==> config.mk <==
export PLATFORM = sky130hd
export DESIGN_NAME = cipher_frame_packer
export DESIGN_NICKNAME = d
export VERILOG_FILES = /design/src/rtl/cipher_frame_packer.sv
export SDC_FILE = /design/constraint.sdc
export NUM_CORES = 1
export LEC_CHECK = 0
export ABC_AREA = 1
export CAP_MARGIN = 5
export CORE_MARGIN = 3
export CORE_UTILIZATION = 55
export CTS_CLUSTER_DIAMETER = 60
export CTS_CLUSTER_SIZE = 24
export DETAILED_ROUTE_END_ITERATION = 10
export PLACE_DENSITY_LB_ADDON = 0.1
export SLEW_MARGIN = 10
export SYNTH_ARGS = -nofsm -noshare
export SYNTH_HDL_FRONTEND = slang
export SYNTH_SLANG_ARGS = --single-unit
==> constraint.sdc <==
create_clock -name clock -period 10.6 [get_ports clock]
set_input_delay 2.12 -clock clock [delete_from_list [all_inputs] [get_ports clock]]
set_output_delay 2.12 -clock clock [all_outputs]
set_load 0.005 [all_outputs]
==> src/rtl/cipher_frame_packer.sv <==
// cipher_frame_packer: captures a frame of cipher characters plus the PUF key and streams it as a checksummed byte frame
module cipher_frame_packer #(
   parameter int         FRAME_WORDS = 8,
   parameter logic [7:0] HEADER      = 8'hA5
) (
   input  logic        clock,
   input  logic        reset,
   input  logic        start,
   input  logic [15:0] encoded_char,
   input  logic [7:0]  puf_response,
   output logic [7:0]  out_data,
   output logic        out_valid,
   input  logic        out_ready,
   output logic        out_last,
   output logic        busy,
   output logic        frame_done,
   output logic [7:0]  frame_count
);
   localparam int IW = $clog2(FRAME_WORDS);
   localparam int BW = IW + 1;
   localparam logic [IW-1:0] LAST_W = IW'(FRAME_WORDS - 1);
   localparam logic [BW-1:0] LAST_B = BW'(2 * FRAME_WORDS - 1);
   typedef enum logic [2:0] {S_IDLE, S_CAPTURE, S_HEADER, S_KEY, S_DATA, S_CHECK} state_t;
   state_t state_q, state_d;
   logic [15:0] word_q [FRAME_WORDS];
   logic [15:0] word_d [FRAME_WORDS];
   logic [7:0] key_q, key_d, chk_q, chk_d, out_data_q, out_data_d, count_q, count_d, nxt_byte;
   logic [IW-1:0] widx_q, widx_d;
   logic [BW-1:0] bidx_q, bidx_d, nb;
   logic out_valid_q, out_valid_d, out_last_q, out_last_d, busy_q, busy_d, done_q, done_d, hs;
   assign hs = out_valid_q & out_ready;
   assign nb = bidx_q + 1'b1;
   assign nxt_byte = nb[0] ? word_q[nb[BW-1:1]][7:0] : word_q[nb[BW-1:1]][15:8];
   assign out_data = out_data_q;
   assign out_valid = out_valid_q;
   assign out_last = out_last_q;
   assign busy = busy_q;
   assign frame_done = done_q;
   assign frame_count = count_q;
   // next-state: capture words back to back, then advance one byte per handshake while folding it into the checksum
   always_comb begin
      state_d = state_q;
      word_d = word_q;
      key_d = key_q;
      widx_d = widx_q;
      bidx_d = bidx_q;
      chk_d = chk_q;
      out_data_d = out_data_q;
      out_valid_d = out_valid_q;
      out_last_d = out_last_q;
      busy_d = busy_q;
      done_d = 1'b0;
      count_d = count_q;
      case (state_q)
         S_IDLE: if (start) begin
            word_d[0] = encoded_char;
            key_d = puf_response;
            widx_d = IW'(1);
            chk_d = '0;
            busy_d = 1'b1;
            state_d = S_CAPTURE;
         end
         S_CAPTURE: begin
            word_d[widx_q] = encoded_char;
            widx_d = widx_q + 1'b1;
            if (widx_q == LAST_W) begin
               state_d = S_HEADER;
               out_valid_d = 1'b1;
               out_data_d = HEADER;
            end
         end
         default: if (hs) begin
            chk_d = chk_q ^ out_data_q;
            case (state_q)
               S_HEADER: begin
                  state_d = S_KEY;
                  out_data_d = key_q;
               end
               S_KEY: begin
                  state_d = S_DATA;
                  bidx_d = '0;
                  out_data_d = word_q[0][15:8];
               end
               S_DATA: begin
                  bidx_d = nb;
                  out_data_d = (bidx_q == LAST_B) ? chk_q ^ out_data_q : nxt_byte;
                  out_last_d = bidx_q == LAST_B;
                  state_d = (bidx_q == LAST_B) ? S_CHECK : S_DATA;
               end
               default: begin
                  state_d = S_IDLE;
                  out_valid_d = 1'b0;
                  out_last_d = 1'b0;
                  out_data_d = '0;
                  busy_d = 1'b0;
                  done_d = 1'b1;
                  count_d = count_q + 1'b1;
               end
            endcase
         end
      endcase
   end
   // registers; reset abandons any frame in flight
   always_ff @(posedge clock or posedge reset) begin
      if (reset) begin
         state_q <= S_IDLE;
         word_q <= '{default: '0};
         key_q <= '0;
         widx_q <= '0;
         bidx_q <= '0;
         chk_q <= '0;
         out_data_q <= '0;
         out_valid_q <= 1'b0;
         out_last_q <= 1'b0;
         busy_q <= 1'b0;
         done_q <= 1'b0;
         count_q <= '0;
      end else begin
         state_q <= state_d;
         word_q <= word_d;
         key_q <= key_d;
         widx_q <= widx_d;
         bidx_q <= bidx_d;
         chk_q <= chk_d;
         out_data_q <= out_data_d;
         out_valid_q <= out_valid_d;
         out_last_q <= out_last_d;
         busy_q <= busy_d;
         done_q <= done_d;
         count_q <= count_d;
      end
   end
endmodule

### After elaboration in Yosys (flattened, before gate mapping)

Index checks and enable logic that the tools add are counted.

* eq/ne operators: 10
* reduce and logical (&&, ||, !) cells: 20
* add/subtract/negate cells: 3
* magnitude comparators: 3
* bitwise gates (word level): 9
* mux-type cells: 35

Operator list (count)
* bitwise mux 128 bit: 1
* two-way mux 16 bit: 4
* binary-select mux 16 bit (select 3 bit): 1
* demux 16 bit (select 3 bit): 1
* two-way mux 8 bit: 6
* one-hot mux 16 bit (2 select lines): 1
* one-hot mux 8 bit (2 select lines): 2
* one-hot mux 8 bit (3 select lines): 1
* AND reduction 3 bit: 6
* one-hot mux 3 bit (2 select lines): 2
* two-way mux 3 bit: 3
* one-hot mux 3 bit (3 select lines): 1
* adder 8 x 1 -> 8 bit (second input constant): 1
* greater-or-equal comparator 4 bit (second input constant): 2
* two-way mux 1 bit: 8
* NOT 3 -> 4 bit: 2
* one-hot mux 4 bit (2 select lines): 1
* AND reduction 4 bit: 2
* nonzero test 2 bit: 4
* bitwise XOR 8 bit: 1
* == test 3 x 2 -> 1 bit (second input constant): 2
* == test 3 bit (second input constant): 2
* one-hot mux 1 bit (2 select lines): 3
* NOT 1 bit: 5
* other kinds (14): 18

* register bits: 174
* word-level logic and storage cells: 99

### Depth between registers and ports, before layout

Gate-level depths: netlist of the first run.

* depth after elaboration: 10
* mapped depth: 15
* mapped depth without buffers: 13

### Least setup slack after synthesis of the first run

OpenSTA, ideal clock, no wires.

* path type: input to register
* start point: input out_ready
* end point: register count_q[7] (netlist: frame_count[7])
* path slack: 7.466 ns
* path buffers: 0
* data arrival time: 3.011 ns
* setup time: 0.123 ns
* cell stages on the path: 8
* path through: nand2_1 inv_1 nand2_1 nor2_2 nand4_1 nor2_1 nand4_1 xnor2_1

* longest elaborated chain between the ends: 2

Ends and longest elaborated chain
* start, declared: RTL line 13 `input logic out_ready,`
* AND 1 bit: RTL line 31 `assign hs = out_valid_q & out_ready;`
* AND reduction 3 bit (no source line)
* end signal, assigned: RTL line 130 `count_q <= count_d;`
* end, declared: RTL line 27 `logic [7:0] key_q, key_d, chk_q, chk_d, out_data_q, out_data_d, count_q, count_d, nxt_byte;`

No other way between the ends.
A chain may end at the register's enable or synchronous reset.

==> impl_metrics.json, run 1 <==
{
  "wl_per_cell_um": 16.1,
  "ys_ff_latch": 174,
  "hold_viol_final": 0,
  "numClockSinks": 174,
  "nets": 1078,
  "setup-tns-final_ps": 0,
  "grt_setup_unrepaired": "no",
  "numCtsBuffers": 17,
  "initial_core_util": 0.562,
  "die_area_um2": 16400,
  "yosysSeqAreaShare": 0.531,
  "clk_pin_slew_worst_paths_ps": 60,
  "grt_max_degree": 108,
  "whs_path_depth": 1,
  "power_density_nw_per_um2": 322,
  "ys_top_cells_by_area": "dfrtp_1, nand2_1, o21ai_0, nand3_1, inv_1",
  "gp_congestion": 0.809,
  "worst_ir_drop_vdd_uv": 183,
  "cts_tree": "done",
  "min_period_ps": 3770,
  "final_layout_size_suffix_gt1_frac": 0.0652,
  "synthArstFlopShare": 1.00,
  "wl_mm": 20.0,
  "ys_warn_count": 0,
  "htree_levels": 4,
  "post_cts_resized": 0,
  "antenna_found_initial": 0,
  "synthTopCellsByCount": "nand2_1, o21ai_0, dfrtp_1",
  "drt_first_pass_iters": 5,
  "rr_worst_depth": 11,
  "fillers": 1300,
  "antenna_left": 0,
  "critPathKind": "in -> async",
  "slowest_delay_ps": 810,
  "synth_nets": 1053,
  "drcViolationCount": 0,
  "outcome": "completed",
  "chipHeight_um": 128,
  "synth_top_area_frac": 0.531,
  "path_buf_inv": 3,
  "cp-end-kind": "async pin",
  "r2r-end": "out_data[3]",
  "crit_family": "buffers and inverters",
  "max_clock_freq_ghz": 0.265,
  "crit-reg2reg-launch": "bidx_q[0]",
  "ff2ff_setup_slack_ps": 7670,
  "cp_max_fo": 107,
  "io_pins": 48,
  "cts.path.max_buffers": 2,
  "power.leakage_nw": 4.55,
  "clock_skew_ps": 6.78,
  "num_vias": 6859,
  "ys_types": 31,
  "slew_viol_final": 0,
  "postCtsHoldBufs": 0,
  "crit_path_start_kind": "primary input",
  "die_x_um": 128,
  "rows": 44,
  "worstMarginPinSlew_ps": 975,
  "overflow": 0,
  "synth_edf_count": 0,
  "min_path_type": "reg -> reg",
  "synth_area_leader_cell": "dfrtp_1",
  "synth.most_common_cell": "nand2_1",
  "avgViaCountPerCell": 5.52,
  "slew_headroom": 0.349,
  "grt_pass1_vias": 6546,
  "worstHoldStart": "frame_count[7]",
  "min_period_over_period": 0.356,
  "post_cts_buffers": 0,
  "synth_top_flop_cell": "dfrtp_1",
  "clk_latency_ps": 430,
  "path_cells": "clkdlybuf4s50_1 -> inv_6 -> buf_4",
  "dpl-instance-area_um2": 8780,
  "port-buffer-count": 47,
  "syn_area_um2": 8200,
  "grt_pass1_wl_mm": 33.6,
  "netlist_instances": 1021,
  "hold_end": "frame_count[7]",
  "slowest_stage": "buf_4",
  "diodes": 0,
  "core-area_um2": 14600,
  "grt_usage": 0.260,
  "maxCapViolations": 0,
  "finalSetupViolCount": 0,
  "syn_area_per_cell_um2": 8.04,
  "first_iter_violations": 570,
  "arrival_ps": 4210,
  "syn2layout_area_growth_pct": 14.1,
  "final_area_um2": 9360,
  "place.detailed.hpwl_mm": 12.3,
  "cts-root-buf": "clkbuf_16",
  "cp.required_ps": 11040
}
-- kinds of logic (layout without fill, tap and decap cells) --
family	Yosys count	in the layout	synth area share
simple gates	455	455	0.234
compound gates	222	222	0.140
flops	174	174	0.531
buf+inv	151	189	0.0732
xor+xnor	15	15	0.0160
fa+ha+maj	4	4	0.00610
-- flip-flops by register name, summed over array words and instances (netlist names) --
register and flops:
chk_q 8, widx_q 3, out_last 1, state_q 3, busy 1, frame_count 8
bidx_q 4, out_valid 1, key_q 8, out_data 8, frame_done 1, word_q 128
-- through the flow --
stage / hold slack [ps] / worst slack (ps) / utilization / power [mW] / std cells
floorplan: 446 / 3760 / - / 2.05 / 1021
global placement: 459 / 6310 / 0.602 / 2.37 / 1211
detailed placement: 468 / 6300 / 0.602 / 2.40 / 1211
CTS: 480 / 6750 / 0.641 / 3.03 / 1243
global route: 495 / 6530 / 0.642 / 3.29 / 1243
finish: 474 / 6830 / 0.642 / 3.02 / 1243
-- how the worst max path moves through the flow --
| stage | start | end | slack, ps | depth (start not counted) |
|---|---|---|---|---|
| 5_1_grt | reset | word_q[79] | 6530 | 3 |
| 6_report | reset | word_q[55] | 6830 | 3 |
| 2_1_floorplan | reset | bidx_q[0] | 3760 | 1 |
| 3_3_place_gp | reset | word_q[118] | 6310 | 3 |
| 4_1_cts | reset | word_q[79] | 6750 | 3 |
| 3_5_place_dp | reset | word_q[102] | 6300 | 3 |
-- layout by cell type, fill, tap and decap left out, drive strengths merged, types with 3 or more instances in the layout --
cell type	count
xor2	4
clkbuf	20
nand3	72
nand4	7
a21oi	6
or2	5
nand2	291
buf	11
o21ai	201
clkdlybuf4s50	47
clkinvlp	3
xnor2	11
dfrtp	174
nor2	72
nor3	5
inv	102
o22ai	5
clkinv	4
ha	4
o211ai	8
nand3b	3
-- power by group --
part           internal, mW  total (mW)  switching, mW
clock                 0.349       0.613          0.264
combinational         0.438        1.27          0.829
sequential            0.967        1.14          0.171
-- metal layers --
metal  global-route usage  up-vias  routed length [um]  part of all wire
li1                     -     3337                   -                 -
met1                0.358     3304                8920              0.44
met2                0.423      198                9800              0.49
met3               0.0492       20                1070             0.053
met4               0.0793        0                 261             0.013
met5                    0        -                   0                 0
-- final cells by class --
class / instances / area [um2] / share of cell area
flip-flops and latches: 174 / 4350 / 0.465
multi-input cells: 696 / 3270 / 0.350
repair buffers: 58 / 553 / 0.0591
clock buffers: 20 / 437 / 0.0466
inverters: 99 / 377 / 0.0402
well taps: 184 / 230 / 0.0246
clock inverters: 12 / 136 / 0.0146
No activity file was read; power rests on OpenSTA's default activity.
==> inputs of run 2 (changes only) <==
--- a/config.mk
+++ b/config.mk
@@ -8,7 +8,7 @@
 export ABC_AREA = 1
 export CAP_MARGIN = 5
 export CORE_MARGIN = 3
-export CORE_UTILIZATION = 55
+export CORE_UTILIZATION = 54
 export CTS_CLUSTER_DIAMETER = 60
 export CTS_CLUSTER_SIZE = 24
 export DETAILED_ROUTE_END_ITERATION = 10
==> constraint.sdc (replaced) <==
create_clock -name clock -period 3.1 [get_ports clock]
set_input_delay 0.62 -clock clock [delete_from_list [all_inputs] [get_ports clock]]
set_output_delay 0.62 -clock clock [all_outputs]
set_load 0.005 [all_outputs]
==> run 2 against run 1 <==
Die area is 1.8% higher. Combinational power grew to 3.5 times the previous value. Sequential power grew to 3.4 times the previous value. Clock power grew to 3.5 times the previous value. Core utilization is 0.22 points higher. Worst setup slack worse by 6000 ps. Total power grew to 3.5 times the previous value. Largest cell class unchanged. Largest power group unchanged. Highest routed layer unchanged.
==> impl_metrics.json, run 2 (synthesized netlist as in run 1, its figures left out) <==
{
  "wl_met3_um": 967,
  "max_clock_freq_ghz": 0.434,
  "postCtsHoldBufs": 0,
  "gp_congestion": 0.851,
  "cts.path.max_buffers": 2,
  "min_period_ps": 2300,
  "worstHoldStart": "frame_count[7]",
  "largest_reg_flops": 128,
  "worst_ir_drop_vdd_uv": 597,
  "drcViolationCount": 0,
  "io_pins": 48,
  "r2r-end": "out_data[3]",
  "arrival_ps": 2610,
  "finalSetupViolCount": 0,
  "final_layout_size_suffix_gt1_frac": 0.0740,
  "hold_viol_final": 0,
  "slowest_stage": "buf_4",
  "first_iter_violations": 688,
  "final_common_cell": "nand2_1",
  "cpMostUsedCell": "nand2_1",
  "diodes": 0,
  "setup-tns-final_ps": 0,
  "place.detailed.hpwl_mm": 12.9,
  "grt_pass1_wl_mm": 34.1,
  "route.met2.wl_mm": 9.60,
  "syn2layout_area_growth_pct": 15.4,
  "nets": 1088,
  "cp.required_ps": 3410,
  "path_buf_inv": 1,
  "maxCapViolations": 0,
  "path_depth": 11,
  "htree_levels": 4,
  "numCtsBuffers": 17,
  "grt_pass1_vias": 6802,
  "slew_viol_final": 0,
  "slew_headroom": 0.437,
  "crit_family": "simple AND/OR/NAND/NOR gates",
  "numClockSinks": 174,
  "post_cts_resized": 0,
  "min_period_over_period": 0.743,
  "crit_path_start_kind": "flip-flop",
  "slowest_delay_ps": 480,
  "dpl-instance-area_um2": 8880,
  "port-buffer-count": 47,
  "cp_max_fo": 56,
  "post_cts_buffers": 0,
  "cts_tree": "done",
  "power_density_nw_per_um2": 1100,
  "highest_layer": "met4",
  "top_register": "word_q",
  "path_cells": "ha_2 -> buf_4 -> nand2_1 -> o21ai_0 -> nand2_1 -> nand3_1 -> nand3_1 -> nand3_1 -> nand2_1 -> nand2_1 -> nand2_1",
  "rr_worst_depth": 11,
  "num_vias": 6868,
  "avgViaCountPerCell": 5.49,
  "wl_met1_mm": 9.11,
  "cp-end-kind": "flip-flop",
  "initial_core_util": 0.558,
  "drt_first_pass_iters": 5,
  "hold_end": "frame_count[7]",
  "multi_input_area_um2": 3270,
  "regArea_um2": 4350,
  "cts-root-buf": "clkbuf_16",
  "chipHeight_um": 129,
  "clock_skew_ps": 9.58,
  "die_x_um": 129,
  "grt_max_degree": 69,
  "final_cell_mix": "nand2_1, o21ai_0, dfrtp_1",
  "final_area_um2": 9460,
  "post-route-util": 0.644,
  "hold_slack_ps": 477,
  "antenna_found_initial": 0,
  "crit-reg2reg-launch": "bidx_q[1]",
  "overflow": 0,
  "rows": 44,
  "wl_per_cell_um": 16.0,
  "wl_mm": 20.0,
  "die_area_um2": 16700,
  "outcome": "completed",
  "grt_usage": 0.259,
  "whs_path_depth": 1,
  "fillers": 1273,
  "worstMarginPinSlew_ps": 842,
  "min_path_type": "reg -> reg",
  "critPathKind": "reg -> reg",
  "antenna_left": 0,
  "power.leakage_nw": 4.61,
  "clk_latency_ps": 420,
  "ff2ff_setup_slack_ps": 800,
  "core-area_um2": 14700,
  "clk_pin_slew_worst_paths_ps": 60,
  "grt_setup_unrepaired": "no"
}
[run 2: cell count changes in the layout (fill, tap and decap cells not counted), sizes merged]
cell / before / now
clkbuf: 20 / 22
clkinv: 4 / 3
inv: 102 / 99
clkinvlp: 3 / 4
buf: 11 / 21
[run 2: worst max path at each step]
stage          startpoint        endpoint  slack (ps)
2_1_floorplan       reset       bidx_q[0]         260
3_3_place_gp    bidx_q[1]     out_data[3]         850
3_5_place_dp    out_ready  frame_count[7]         810
4_1_cts         bidx_q[1]     out_data[6]         820
5_1_grt         bidx_q[1]     out_data[6]         580
6_report        bidx_q[1]     out_data[3]         800
[run 2: area by class of cell]
class	instances	area share
Sequential cell	174	0.460
Multi-Input combinational cell	696	0.345
Timing Repair Buffer	68	0.0690
Clock buffer	22	0.0501
Inverter	99	0.0397
Tap cell	184	0.0243
Clock inverter	9	0.0116
[run 2: metal layers]
layer	vias up	GRT usage
met1	3315	0.358
met2	179	0.421
met3	22	0.0491
met4	0	0.0766
met5	-	0
li1	3352	-
[run 2: worst register-to-register path: cells and delay by family, from the launching register on]
kind / cells / cell delay, ps
buffers and inverters: 1 / 480
AND/OR/NAND/NOR: 8 / 790
flip-flops: 1 / 430
AO/OA/AOI/OAI: 1 / 100
adder cells (fa/ha/maj): 1 / 380
[run 2: per-stage QoR]
stage / setup slack, ps / total power, mW / cells
3_5_place_dp: 806 / 8.31 / 1221
6_report: 797 / 10.4 / 1252
4_1_cts: 816 / 10.5 / 1252
2_1_floorplan: 255 / 7.02 / 1021
3_3_place_gp: 850 / 8.21 / 1221
5_1_grt: 581 / 11.4 / 1252
[run 2: power breakdown]
part | switching, mW | internal [mW] | leakage [nW]
clock | 0.880 | 1.25 | 0.279
sequential | 0.559 | 3.31 | 2.05
combinational | 2.87 | 1.59 | 2.29
total | 4.30 | 6.14 | 4.61
